File: config.mk
export PLATFORM = sky130hd
export DESIGN_NAME = voice_allocator
export DESIGN_NICKNAME = d
export VERILOG_FILES = /design/src/rtl/voice_allocator.sv
export SDC_FILE = /design/constraint.sdc
export NUM_CORES = 1
export LEC_CHECK = 0
export CELL_PAD_IN_SITES_DETAIL_PLACEMENT = 1
export CELL_PAD_IN_SITES_GLOBAL_PLACEMENT = 1
export CORE_ASPECT_RATIO = 1.1
export CORE_MARGIN = 2
export CORE_UTILIZATION = 50
export DETAILED_ROUTE_END_ITERATION = 10
export DONT_BUFFER_PORTS = 1
export PLACE_DENSITY = 0.91
export SLEW_MARGIN = 25
export SYNTH_ARGS = -nofsm -noshare
export SYNTH_HDL_FRONTEND = slang
export SYNTH_SLANG_ARGS = --single-unit
File: constraint.sdc
create_clock -name clk -period 13.95 [get_ports clk]
set_clock_uncertainty 0.15 [all_clocks]
set_input_delay 2.0925 -clock clk [delete_from_list [all_inputs] [get_ports clk]]
set_output_delay 2.0925 -clock clk [all_outputs]
set_load 0.01 [all_outputs]
File: src/rtl/voice_allocator.sv
// voice_allocator: polyphony controller. A scan pointer visits one key per
// cycle; a newly pressed key gets the lowest free voice (or steals the oldest
// allocation when all voices sound), a released key frees its voice.
// All outputs are registered; voice_load and steal are one-cycle pulses that
// coincide with the first cycle the new voice values are visible.
module voice_allocator #(
    parameter int NUM_KEYS   = 13,
    parameter int NUM_VOICES = 4,
    parameter int PW         = 32
) (
    input  logic                             clk,
    input  logic                             reset,
    input  logic [NUM_KEYS-1:0]              key_down,
    input  logic [2:0]                       scale,
    output logic [NUM_VOICES-1:0][PW-1:0]    voice_half_period,
    output logic [NUM_VOICES-1:0][3:0]       voice_key,
    output logic [NUM_VOICES-1:0]            voice_active,
    output logic [NUM_VOICES-1:0]            voice_load,
    output logic                             steal,
    // Per-key state for observation: 0 = IDLE, 1 = SOUNDING, 2 = STOLEN.
    output logic [NUM_KEYS-1:0][1:0]         dbg_key_state
);

    localparam int VW = (NUM_VOICES > 1) ? $clog2(NUM_VOICES) : 1;
    localparam logic [3:0] LAST_KEY = 4'(NUM_KEYS - 1);
    localparam logic [VW-1:0] OLDEST_RANK = VW'(NUM_VOICES - 1);

    typedef enum logic [1:0] {
        K_IDLE     = 2'd0,
        K_SOUNDING = 2'd1,
        K_STOLEN   = 2'd2
    } key_state_e;

    // Base half-period counts at scale 0, one entry per key.
    function automatic logic [17:0] note_base(input logic [3:0] k);
        case (k)
            4'd0:    note_base = 18'd191113;
            4'd1:    note_base = 18'd180387;
            4'd2:    note_base = 18'd170262;
            4'd3:    note_base = 18'd160706;
            4'd4:    note_base = 18'd151686;
            4'd5:    note_base = 18'd143173;
            4'd6:    note_base = 18'd135137;
            4'd7:    note_base = 18'd127553;
            4'd8:    note_base = 18'd120394;
            4'd9:    note_base = 18'd113636;
            4'd10:   note_base = 18'd107258;
            4'd11:   note_base = 18'd101238;
            4'd12:   note_base = 18'd95556;
            default: note_base = 18'd0;
        endcase
    endfunction

    // Scan front end
    logic [NUM_KEYS-1:0] key_q;
    logic [3:0]          ptr_q, ptr_d;

    // Key and voice state
    key_state_e                    key_state_q [NUM_KEYS];
    key_state_e                    key_state_d [NUM_KEYS];
    logic [NUM_VOICES-1:0][PW-1:0] hp_q, hp_d;
    logic [NUM_VOICES-1:0][3:0]    vkey_q, vkey_d;
    logic [NUM_VOICES-1:0]         active_q, active_d;
    logic [NUM_VOICES-1:0]         load_q, load_d;
    logic                          steal_q, steal_d;
    // Rank 0 = most recently allocated. Active voices always hold the ranks
    // 0..(active count - 1) in allocation order, so the oldest sounding voice
    // carries the highest rank.
    logic [VW-1:0]                 rank_q [NUM_VOICES];
    logic [VW-1:0]                 rank_d [NUM_VOICES];

    // Decode helpers
    logic          cur_key;
    key_state_e    cur_state;
    logic          free_found;
    logic [VW-1:0] free_idx;
    logic [VW-1:0] lru_idx;
    logic [VW-1:0] lru_rank;
    logic          own_found;
    logic [VW-1:0] own_idx;
    logic [VW-1:0] alloc_idx;
    logic [VW-1:0] old_rank;

    // Pointer wraps after the last key.
    always_comb begin
        ptr_d = (ptr_q == LAST_KEY) ? 4'd0 : ptr_q + 4'd1;
    end

    // Input register and scan pointer.
    always_ff @(posedge clk) begin
        if (reset) begin
            key_q <= '0;
            ptr_q <= '0;
        end else begin
            key_q <= key_down;
            ptr_q <= ptr_d;
        end
    end

    // Voice search: lowest free voice, oldest active voice, and the voice owned by the scanned key.
    always_comb begin
        free_found = 1'b0;
        free_idx   = '0;
        for (int i = NUM_VOICES - 1; i >= 0; i--) begin
            if (!active_q[i]) begin
                free_found = 1'b1;
                free_idx   = VW'(i);
            end
        end

        lru_idx  = '0;
        lru_rank = rank_q[0];
        for (int i = 1; i < NUM_VOICES; i++) begin
            if (rank_q[i] > lru_rank) begin
                lru_idx  = VW'(i);
                lru_rank = rank_q[i];
            end
        end

        own_found = 1'b0;
        own_idx   = '0;
        for (int i = 0; i < NUM_VOICES; i++) begin
            if (active_q[i] && (vkey_q[i] == ptr_q)) begin
                own_found = 1'b1;
                own_idx   = VW'(i);
            end
        end

        alloc_idx = free_found ? free_idx : lru_idx;
        old_rank  = free_found ? OLDEST_RANK : rank_q[alloc_idx];
    end

    // Per-key state machine next state plus voice allocation / free actions.
    always_comb begin
        key_state_d = key_state_q;
        hp_d        = hp_q;
        vkey_d      = vkey_q;
        active_d    = active_q;
        rank_d      = rank_q;
        load_d      = '0;
        steal_d     = 1'b0;
        cur_key     = key_q[ptr_q];
        cur_state   = key_state_q[ptr_q];

        case (cur_state)
            K_IDLE: begin
                if (cur_key) begin
                    key_state_d[ptr_q] = K_SOUNDING;
                    if (!free_found) begin
                        // The evicted key must be released before it can sound again.
                        key_state_d[vkey_q[alloc_idx]] = K_STOLEN;
                        steal_d = 1'b1;
                    end
                    for (int i = 0; i < NUM_VOICES; i++) begin
                        if ((VW'(i) != alloc_idx) && active_q[i] && (rank_q[i] < old_rank)) begin
                            rank_d[i] = rank_q[i] + 1'b1;
                        end
                    end
                    rank_d[alloc_idx]   = '0;
                    active_d[alloc_idx] = 1'b1;
                    vkey_d[alloc_idx]   = ptr_q;
                    hp_d[alloc_idx]     = PW'(note_base(ptr_q)) >> scale;
                    load_d[alloc_idx]   = 1'b1;
                end
            end
            K_SOUNDING: begin
                if (!cur_key) begin
                    key_state_d[ptr_q] = K_IDLE;
                    if (own_found) begin
                        active_d[own_idx] = 1'b0;
                        // Close the gap so active ranks stay dense and distinct.
                        for (int i = 0; i < NUM_VOICES; i++) begin
                            if (active_q[i] && (rank_q[i] > rank_q[own_idx])) begin
                                rank_d[i] = rank_q[i] - 1'b1;
                            end
                        end
                    end
                end
            end
            K_STOLEN: begin
                if (!cur_key) begin
                    key_state_d[ptr_q] = K_IDLE;
                end
            end
            default: begin
                key_state_d[ptr_q] = K_IDLE;
            end
        endcase
    end

    // Key states, voice registers, ranks and pulse outputs.
    always_ff @(posedge clk) begin
        if (reset) begin
            for (int k = 0; k < NUM_KEYS; k++) begin
                key_state_q[k] <= K_IDLE;
            end
            for (int i = 0; i < NUM_VOICES; i++) begin
                rank_q[i] <= VW'(i);
            end
            hp_q     <= '0;
            vkey_q   <= '0;
            active_q <= '0;
            load_q   <= '0;
            steal_q  <= 1'b0;
        end else begin
            key_state_q <= key_state_d;
            rank_q      <= rank_d;
            hp_q        <= hp_d;
            vkey_q      <= vkey_d;
            active_q    <= active_d;
            load_q      <= load_d;
            steal_q     <= steal_d;
        end
    end

    // Output drive and state observation.
    always_comb begin
        voice_half_period = hp_q;
        voice_key         = vkey_q;
        voice_active      = active_q;
        voice_load        = load_q;
        steal             = steal_q;
        for (int k = 0; k < NUM_KEYS; k++) begin
            dbg_key_state[k] = key_state_q[k];
        end
    end

endmodule
==> impl_metrics.csv, run 1 <==
group,metric,value,unit
run_status,status,"complete, no violations",
yosys,synth-seq-cells,166,
floorplanning,io_pins,197,
yosys,syn-cell-area,9080,sq um
place,dpl.hpwl,19.5,mm
layout,diodes,0,
detailed_routing,ant_nets,0,
yosys,yosys.area_share.simple,23.9,%
place,placed_area,8900,sq um
yosys,synth.distinct_cells,84,
power_and_ir_drop,p_sw,441,uW
power_and_ir_drop,leakagePower,3.65,nW
yosys,synth_seq_area_share,36.6,%
clocking,cts.sinks,166,
power_and_ir_drop,power.share.clock,38.3,%
clocking,cts_setup_buffers,0,
critical_path,timing.rr.end,"dbg_key_state[9]$_SDFFE_PP0P_",
place,port_buffers,0,
detailed_routing,drt_iter0_drc,661,
yosys,syn_inst,1143,
grt,first_global_vias,8374,
layout,final_util,53.7,%
critical_path,critPathLaunchType,"register",
flow_run,maxCapViolations,0,
yosys,synthXorXnorAreaFrac,2.11,%
critical_path,rr_worst_depth,19,
detailed_routing,routedWlPerCell,21.5,um
yosys,synth_edf_count,0,
worst_hold_path,hold_path_class,"register to register",
yosys,synthFlopType,"dfxtp_1",
sta,hold_viol_final,0,
detailed_routing,vias_per_cell,6.16,
detailed_routing,drc,0,
clocking,clockBufferDepth,2,
sta,maxSlewViolCount,0,
clocking,cts_buffers,17,
yosys,synth_mux_area_share,8.02,%
floorplanning,dieHeight,145,um
power_and_ir_drop,power.total,1.27,mW
yosys,synth_top_family_by_area,"simple AND/OR/NAND/NOR gates",
sta,final-setup-viol-count,0,
sta,fmax,173,MHz
power_and_ir_drop,p_seq_share,41.9,%
critical_path,cp.arrival,6020,ps
worst_hold_path,hp-start,"voice_half_period[15]$_SDFFE_PP0P_",
layout,drive_gt1_share,8.15,%
grt,grt_max_degree,152,
yosys,async_flop_share,0,%
clocking,cts_hold_buf,0,
sta,fin_hold_ws,357,ps
detailed_routing,dr_total_vias,8262,
critical_path,worstPathMaxFanout,17,
floorplanning,rows,51,
clocking,cts_root_buf,"clkbuf_16",
layout,final_nets,1138,
sta,fin_crit_sh,41.5,%
critical_path,path_class,"register to register",
detailed_routing,routed_wl,28.8,mm
floorplanning,fp.dieW,132,um
sta,fin_crit,5790,ps
floorplanning,core,17700,sq um
grt,grt_pass1_wl,45.8,mm
detailed_routing,drtPass1Iterations,5,
sta,tightestPinTransition,991,ps
floorplanning,start_util,51.2,%
sta,maxSlewHeadroom,33.3,%
layout,layout.cells.non_filler,1342,
power_and_ir_drop,swShare,34.8,%
place,gp_congestion,0.930,
worst_hold_path,min_to,"voice_half_period[15]$_SDFFE_PP0P_",
power_and_ir_drop,powerDensity,133,nW/um^2
layout,final_cell_area,9530,sq um
clocking,cts-resized-gates,0,
place,post-place-ws,8370,ps
critical_path,r2r-start,"rank_q[5]$_SDFFE_PP0P_",
grt,gr-total-overflow,0,
clocking,clk_pin_slew_worst_paths,80,ps
power_and_ir_drop,ir_drop,0.0973,mV
layout,areaGrowthSynthToFinish,5.03,%
yosys,yosys_warnings,0,
yosys,postSynthAreaPerCell,7.94,sq um
critical_path,r2r_slack,8160,ps
sta,setup_tns,0,ps
floorplanning,die_area,19200,sq um
sta,rsz0062_at_grt,"no",
critical_path,worstPathRequired,14170,ps
worst_hold_path,min_path_cells,2,
yosys,synth_fa_ha_area_share,4.25,%
power_and_ir_drop,combPwrFrac,19.8,%
critical_path,end_kind,"register",
grt,antenna_found_initial,0,
clocking,clock_latency,440,ps
grt,track_usage,29.6,%
sta,layout_setup_ws,8160,ps
clocking,cts_tree,"done",
yosys,synth_compound_area_share,15.7,%
power_and_ir_drop,p_int,828,uW
place,dp.cells,1310,
clocking,htreeDepth,4,
cells in the final DEF (no fill, tap or decap), types with 12 or more instances in the layout:
master / instances
o21ai_0: 29
inv_1: 24
ha_1: 29
dfxtp_1: 166
nor2b_1: 18
a221o_1: 12
conb_1: 56
mux2i_1: 32
nor2_1: 165
nand2_1: 177
a21oi_1: 82
clkbuf_16: 17
a22oi_1: 14
nor3_1: 65
xor2_1: 13
mux2_2: 13
nand3_1: 26
synth_stat cells (13+ instances only):
library cell | count | share of area [%]
a21oi_1 | 82 | 4.5
a22oi_1 | 14 | 1.2
buf_4 | 56 | 4.6
clkbuf_1 | 61 | 2.5
dfxtp_1 | 166 | 37
ha_1 | 29 | 4.0
inv_1 | 24 | 0.99
mux2_2 | 13 | 1.6
mux2i_1 | 32 | 3.5
nand2_1 | 177 | 7.3
nand3_1 | 26 | 1.4
nor2_1 | 166 | 6.9
nor2b_1 | 18 | 1.2
nor3_1 | 65 | 3.6
o21ai_0 | 29 | 1.6
xor2_1 | 13 | 1.3
cells by family (layout without fill, tap and decap cells):
logic type | Yosys count | count (layout)
XOR/XNOR | 21 | 21
AND/OR/NAND/NOR | 493 | 493
flip-flops | 166 | 166
adder cells (fa/ha/maj) | 31 | 31
AO/OA/AOI/OAI | 213 | 213
buffers and inverters | 161 | 67
multiplexers | 57 | 57
other | 1 | 56
power groups by stage:
stage | Clock (mW) | Sequential [mW] | Combinational (mW)
6_report | 0.486 | 0.532 | 0.251
5_1_grt | 0.511 | 0.535 | 0.276
4_1_cts | 0.489 | 0.532 | 0.247
3_5_place_dp | 0 | 0.543 | 0.241
3_3_place_gp | 0 | 0.541 | 0.232
2_1_floorplan | 0 | 0.529 | 0.211
worst max path at each step:
stage,startpoint,end,cells past startpoint
2_1_floorplan,rank_q[4]$_SDFFE_PP1P_,rank_q[0]$_SDFFE_PP1P_,21
3_5_place_dp,rank_q[5]$_SDFFE_PP0P_,dbg_key_state[8]$_SDFFE_PP0P_,19
5_1_grt,rank_q[5]$_SDFFE_PP0P_,dbg_key_state[10]$_SDFFE_PP0P_,19
4_1_cts,rank_q[5]$_SDFFE_PP0P_,dbg_key_state[8]$_SDFFE_PP0P_,19
3_3_place_gp,rank_q[5]$_SDFFE_PP0P_,dbg_key_state[0]$_SDFFE_PP0P_,19
6_report,rank_q[5]$_SDFFE_PP0P_,dbg_key_state[9]$_SDFFE_PP0P_,19
layout make-up:
| class | instances | area [sq um] |
|---|---|---|
| Clock inverter | 15 | 201 |
| Fill cell | 2223 | 8210 |
| Multi-Input combinational cell | 871 | 5130 |
| Clock buffer | 17 | 425 |
| Timing Repair Buffer | 7 | 52.6 |
| Inverter | 28 | 105 |
| Tap cell | 238 | 298 |
| Sequential cell | 166 | 3320 |
critical path, cell delays in order, from the launching register on:
cell	delay, ps
dfxtp_1	480
inv_1	160
ha_1	340
nor2_1	130
o21ai_0	110
o21ai_0	260
ha_1	300
nor2b_1	160
nor2_1	290
nor2_1	90
a21oi_1	160
ha_1	180
nor2b_1	60
o21ai_2	320
a31o_1	770
mux2i_1	210
mux2_2	340
nor4_1	820
a22oi_1	230
nor2_1	160
metal layers:
metal / vias up / track usage [%] / wire length [um]
li1: 3719 / - / -
met1: 4072 / 35.6 / 11400
met2: 385 / 49.9 / 14100
met3: 86 / 7.20 / 2260
met4: 0 / 13.1 / 1050
met5: - / 0 / 0
Power figures use the tool's default switching activity.
==> run 2, diff against run 1 <==
--- a/config.mk
+++ b/config.mk
@@ -5,14 +5,15 @@
 export SDC_FILE = /design/constraint.sdc
 export NUM_CORES = 1
 export LEC_CHECK = 0
+export ABC_AREA = 1
 export CELL_PAD_IN_SITES_DETAIL_PLACEMENT = 1
 export CELL_PAD_IN_SITES_GLOBAL_PLACEMENT = 1
 export CORE_ASPECT_RATIO = 1.1
 export CORE_MARGIN = 2
-export CORE_UTILIZATION = 50
+export CORE_UTILIZATION = 45
 export DETAILED_ROUTE_END_ITERATION = 10
 export DONT_BUFFER_PORTS = 1
-export PLACE_DENSITY = 0.91
+export PLACE_DENSITY = 0.85
 export SLEW_MARGIN = 25
 export SYNTH_ARGS = -nofsm -noshare
 export SYNTH_HDL_FRONTEND = slang
==> constraint.sdc (replaced) <==
create_clock -name clk -period 5.9 [get_ports clk]
set_clock_uncertainty 0.15 [all_clocks]
set_input_delay 0.885 -clock clk [delete_from_list [all_inputs] [get_ports clk]]
set_output_delay 0.885 -clock clk [all_outputs]
set_load 0.01 [all_outputs]
==> run 2 against run 1 <==
Compared with the run above:
- sequential share of layout area rose by 0.17 points
- fmax up 21%
- synthesized cell count up 11%
- flip-flop and latch count is the same
- largest power group unchanged
- worst setup slack lost 7000 ps
- critical path depth is 6 lower
- routed wire length decreased by 0.81%
==> impl_metrics.csv, run 2 <==
group,metric,value,unit
place,placed_area,8860,sq um
critical_path,critPathLaunchType,"register",
yosys,synth_edf_count,0,
yosys,ys_top_cells_by_area,"dfxtp_1 37%, o21ai_0 9.5%, nand2_1 9.1%, nor2_1 7.9%, a21oi_1 4.8%",
detailed_routing,drtPass1Iterations,5,
sta,layout_setup_ws,1120,ps
grt,grt_pass1_wl,45.6,mm
clocking,cts_buffers,17,
sta,maxSlewViolCount,0,
sta,tightestPinTransition,877,ps
critical_path,worstPathRequired,6090,ps
place,post-place-ws,1230,ps
detailed_routing,dr_total_vias,8275,
clocking,clock_latency,440,ps
yosys,synth-seq-cells,166,
clocking,cts_hold_buf,0,
clocking,htreeDepth,4,
power_and_ir_drop,powerDensity,365,nW/um^2
power_and_ir_drop,ir_drop,0.235,mV
yosys,async_flop_share,0,%
sta,fin_hold_ws,356,ps
place,dpl.hpwl,20.2,mm
clocking,clk_pin_slew_worst_paths,70,ps
sta,maxSlewHeadroom,41.5,%
clocking,cts_root_buf,"clkbuf_16",
detailed_routing,vias_per_cell,5.52,
yosys,synthTopCellsByCount,"219 x nand2_1, 189 x nor2_1, 171 x o21ai_0",
grt,gr-total-overflow,0,
clocking,cts_tree,"done",
worst_hold_path,hold_path_class,"input port to register",
layout,diodes,0,
yosys,synth_seq_area_share,36.9,%
layout,mostFrequentLayoutCell,"nand2_1",
detailed_routing,routed_wl,28.6,mm
floorplanning,rows,54,
yosys,postSynthAreaPerCell,7.08,sq um
sta,fin_crit,4780,ps
clocking,cts.sinks,166,
clocking,cts-resized-gates,0,
clocking,clockBufferDepth,2,
yosys,yosysMostFrequentCell,"nand2_1",
grt,first_global_vias,8484,
sta,hold_viol_final,0,
power_and_ir_drop,leakagePower,4.18,nW
sta,fin_crit_sh,81.1,%
floorplanning,io_pins,197,
yosys,syn_inst,1273,
place,port_buffers,0,
layout,drive_gt1_share,7.62,%
detailed_routing,drt_iter0_drc,484,
floorplanning,die_area,21200,sq um
sta,setup_tns,0,ps
yosys,yosys_warnings,0,
yosys,synth.distinct_cells,53,
grt,antenna_found_initial,1,
yosys,syn-cell-area,9010,sq um
layout,final.fill_count,2602,
grt,grt_max_degree,99,
sta,fmax,209,MHz
sta,rsz0062_at_grt,"no",
place,gp_congestion,0.889,
critical_path,path_class,"register to register",
floorplanning,core,19700,sq um
yosys,synth_top_area_share,36.9,%
detailed_routing,ant_nets,0,
layout,final_cell_mix,"219 x nand2_1, 189 x nor2_1, 171 x o21ai_0, 166 x dfxtp_1, 97 x inv_1",
layout,final_nets,1281,
clocking,cts_setup_buffers,0,
grt,track_usage,26.6,%
layout,areaGrowthSynthToFinish,5.32,%
run_status,status,"complete, no violations",
critical_path,cp.arrival,4970,ps
floorplanning,start_util,45.7,%
yosys,synthFlopType,"dfxtp_1",
critical_path,end_kind,"register",
floorplanning,dieHeight,152,um
layout,final_cell_area,9490,sq um
detailed_routing,routedWlPerCell,19.1,um
sta,final-setup-viol-count,0,
detailed_routing,drc,0,
power_and_ir_drop,power.total,3.46,mW
yosys,synth.largest_area_cell,"dfxtp_1",
flow_run,maxCapViolations,0,
critical_path,worstPathMaxFanout,19,
floorplanning,fp.dieW,139,um
run 2: cell types whose count changed after synthesis, moves of 22 or more:
| cell | delta |
|---|---|
| nand2_1 | +42 |
| inv_1 | +73 |
| o21ai_0 | +142 |
| nor2_1 | +23 |
| nand3_1 | +32 |
| mux2i_1 | -22 |
| nor3_1 | -61 |
run 2: per-stage QoR:
stage               utilization, %  std cells
finish                        48.1       1499
global route                  48.1       1499
CTS                           48.1       1499
detailed placement            44.9       1467
global placement              44.9       1467
floorplan                        -       1328
run 2: logic make-up after synthesis:
group	after synthesis	synth area share, %
adders and majority gates	29	4.03
other	1	0.0416
buffers and inverters	231	12.7
DFF	166	36.9
muxes	10	1.11
xor gates and xnor gates	14	1.36
AOI/OAI and AO/OA	310	19.2
and+or+nand+nor	512	24.6
run 2: final timing paths:
| path | depth (start not counted) | start | slack [ps] | end |
|---|---|---|---|---|
| worst min register to register | 2 | voice_half_period[109]$_SDFFE_PP0P_ | 360 | voice_half_period[109]$_SDFFE_PP0P_ |
| worst max register to register | 13 | ptr_q[1]$_SDFF_PP0_ | 1120 | voice_half_period[69]$_SDFFE_PP0P_ |
| worst max-delay path | 13 | ptr_q[1]$_SDFF_PP0_ | 1120 | voice_half_period[69]$_SDFFE_PP0P_ |
| worst min-delay path | 1 | reset | 360 | dbg_key_state[16]$_SDFFE_PP0P_ |
run 2: area by class of cell:
type | instances | area (sq um) | share of cell area, %
repair buffers | 7 | 52.6 | 0.554
multi-input cells | 931 | 4750 | 50.0
clock inverters | 15 | 200 | 2.11
inverters | 111 | 424 | 4.47
flip-flops and latches | 166 | 3320 | 35.0
well taps | 252 | 315 | 3.32
clock buffers | 17 | 425 | 4.48
run 2: layer usage:
metal  vias to the layer above  part of all wire, %  GRT usage, %
li1                       3962                    -             -
met4                         0                  2.7          9.09
met5                         -                    0             0
met2                       218                   50          47.3
met1                      4048                   40          30.9
met3                        47                  6.6          7.26
run 2: worst max-delay path, stage by stage (launching register included):
cell and delay, ps:
dfxtp_1 820, inv_1 580, o21ai_0 210, o22ai_1 90
a22o_1 180, a221oi_1 320, ha_1 660, inv_1 240
nor2_1 180, inv_2 100, nor2_2 460, inv_1 400
nor2_1 200, nor2_1 60
run 2: power breakdown:
| part | internal [mW] | switching, mW |
|---|---|---|
| sequential | 1.22 | 0.148 |
| combinational | 0.272 | 0.651 |
| clock | 0.615 | 0.553 |
| total | 2.11 | 1.35 |
==> run 3, diff against run 2 <==
--- a/config.mk
+++ b/config.mk
@@ -10,10 +10,10 @@
 export CELL_PAD_IN_SITES_GLOBAL_PLACEMENT = 1
 export CORE_ASPECT_RATIO = 1.1
 export CORE_MARGIN = 2
-export CORE_UTILIZATION = 45
+export CORE_UTILIZATION = 41
 export DETAILED_ROUTE_END_ITERATION = 10
 export DONT_BUFFER_PORTS = 1
-export PLACE_DENSITY = 0.85
+export PLACE_DENSITY = 0.82
 export SLEW_MARGIN = 25
 export SYNTH_ARGS = -nofsm -noshare
 export SYNTH_HDL_FRONTEND = slang
==> constraint.sdc (replaced) <==
create_clock -name clk -period 4.05 [get_ports clk]
set_clock_uncertainty 0.15 [all_clocks]
set_input_delay 0.6075 -clock clk [delete_from_list [all_inputs] [get_ports clk]]
set_output_delay 0.6075 -clock clk [all_outputs]
set_load 0.01 [all_outputs]
==> run 3 against run 2 <==
Compared with the run above:
- sequential share of layout area shrank 2.0 points
- critical path depth grew 14
- first-iteration DRC count grew 9.9%
- largest cell class unchanged
- largest power group unchanged
==> impl_metrics.csv, run 3 (synthesis results as in run 2) <==
group,metric,value,unit
run_status,status,"complete, no violations",
detailed_routing,drtPass1Iterations,5,
grt,gr-total-overflow,0,
floorplanning,start_util,42.0,%
detailed_routing,drc,0,
critical_path,r2r_slack,90,ps
detailed_routing,ant_nets,0,
floorplanning,dieHeight,159,um
sta,fin_crit,3960,ps
place,port_buffers,0,
layout,areaGrowthSynthToFinish,11.9,%
critical_path,path_class,"register to register",
clocking,clockBufferDepth,2,
detailed_routing,dr_total_vias,8499,
sta,hold_viol_final,0,
critical_path,cpPeakStageDelay,350,ps
clocking,cts_buffers,17,
grt,grt_max_degree,99,
grt,first_global_vias,8604,
layout,final_util,47.0,%
layout,final_nets,1327,
place,gp_congestion,0.889,
floorplanning,io_pins,197,
detailed_routing,routed_wl,30.2,mm
clocking,clk_pin_slew_worst_paths,80,ps
sta,setup_tns,0,ps
clocking,cts_root_buf,"clkbuf_16",
layout,drive_gt1_share,12.5,%
critical_path,cp_common_cell,"nand2_1",
sta,final-setup-viol-count,0,
critical_path,critPathLaunchType,"register",
critical_path,end_kind,"register",
grt,grt_pass1_wl,46.7,mm
layout,final.fill_count,2746,
floorplanning,fp.dieW,145,um
floorplanning,core,21400,sq um
sta,fmax,253,MHz
critical_path,worstPathMaxFanout,6,
clocking,cts_tree,"done",
detailed_routing,drt_iter0_drc,532,
power_and_ir_drop,powerDensity,537,nW/um^2
power_and_ir_drop,leakagePower,4.46,nW
sta,tightestPinTransition,913,ps
clocking,cts_hold_buf,0,
critical_path,worstPathRequired,4210,ps
place,post-place-ws,-73.0,ps
clocking,clock_latency,450,ps
floorplanning,die_area,23200,sq um
sta,maxSlewHeadroom,39.1,%
detailed_routing,routedWlPerCell,19.1,um
layout,diodes,0,
detailed_routing,vias_per_cell,5.37,
grt,antenna_found_initial,0,
clocking,htreeDepth,4,
floorplanning,rows,56,
critical_path,cpMaxStageDelayCell,"dfxtp_2",
flow_run,maxCapViolations,0,
worst_hold_path,hold_path_class,"input port to register",
layout,final_cell_mix,"216 x nand2_1, 186 x nor2_1, 168 x o21ai_0, 163 x dfxtp_1, 94 x inv_1",
sta,maxSlewViolCount,0,
power_and_ir_drop,power.total,5.42,mW
sta,layout_setup_ws,94.9,ps
critical_path,cp.arrival,4110,ps
layout,mostFrequentLayoutCell,"nand2_1",
clocking,cts.sinks,166,
grt,track_usage,25.1,%
place,dpl.hpwl,21.0,mm
power_and_ir_drop,ir_drop,0.310,mV
sta,fin_crit_sh,97.7,%
-- run 3: changes by cell type in the layout (fill, tap and decap cells not counted), sizes merged --
cell / before / now
buf: 7 / 52
bufinv: 1 / 0
clkinv: 6 / 9
clkinvlp: 2 / 1
inv: 117 / 116
nand2: 232 / 233
-- run 3: power by group --
group | internal, mW | leakage (nW) | switching [mW]
Sequential | 1.79 | 1.35 | 0.201
Combinational | 0.619 | 2.80 | 1.09
Clock | 0.861 | 0.306 | 0.864
Total | 3.27 | 4.46 | 2.15
-- run 3: final cells by class --
type	count	area, sq um	area share, %
multi-input combinational	932	4870	48.4
clock inverter	15	216	2.15
clock buffer	17	425	4.22
inverter	111	433	4.30
sequential	166	3330	33.0
timing repair buffer	52	435	4.32
tap	290	363	3.60
-- run 3: path summary, 6_finish.rpt --
path	startpoint	endpoint	cells past startpoint
min	reset	dbg_key_state[11]$_SDFFE_PP0P_	1
max reg2reg	rank_q[5]$_SDFFE_PP0P_	dbg_key_state[20]$_SDFFE_PP0P_	27
min reg2reg	voice_half_period[109]$_SDFFE_PP0P_	voice_half_period[109]$_SDFFE_PP0P_	2
max	rank_q[5]$_SDFFE_PP0P_	dbg_key_state[20]$_SDFFE_PP0P_	27
-- run 3: layer usage --
layer	up-vias	part of all wire (%)	GRT usage, %	wire [um]
li1	4068	-	-	-
met1	4129	40	28.5	12000
met2	232	50	43.9	15100
met3	70	6.6	7.77	1990
met4	0	3.7	10.1	1130
met5	-	0	0	0
-- run 3: worst max-delay path, delay by kind of cell (launching register included) --
family                     cells  cell delay, ps
buffers and inverters          3             300
and+or+nand+nor               14            1530
AOI/OAI and AO/OA              7             660
DFF                            1             350
adders and majority gates      3             800
-- run 3: through the flow --
stage | area, sq um | hold slack (ps) | std cells
6_report | 10100 | 77.5 | 1583
5_1_grt | 10100 | 64.2 | 1583
4_1_cts | 9890 | 64.6 | 1574
3_5_place_dp | 9130 | 356 | 1531
3_3_place_gp | 9130 | 345 | 1531
2_1_floorplan | 9220 | 334 | 1328
-- run 3: repair_timing --
action / 4_1_cts / 5_1_grt
endpoints found under the hold margin: 0 / 0
pin swaps: 4 / 14
resized for setup: 4 / 33
gates cloned: 0 / 1
setup endpoints to repair: 23 / 125
buffers inserted: 11 / 8
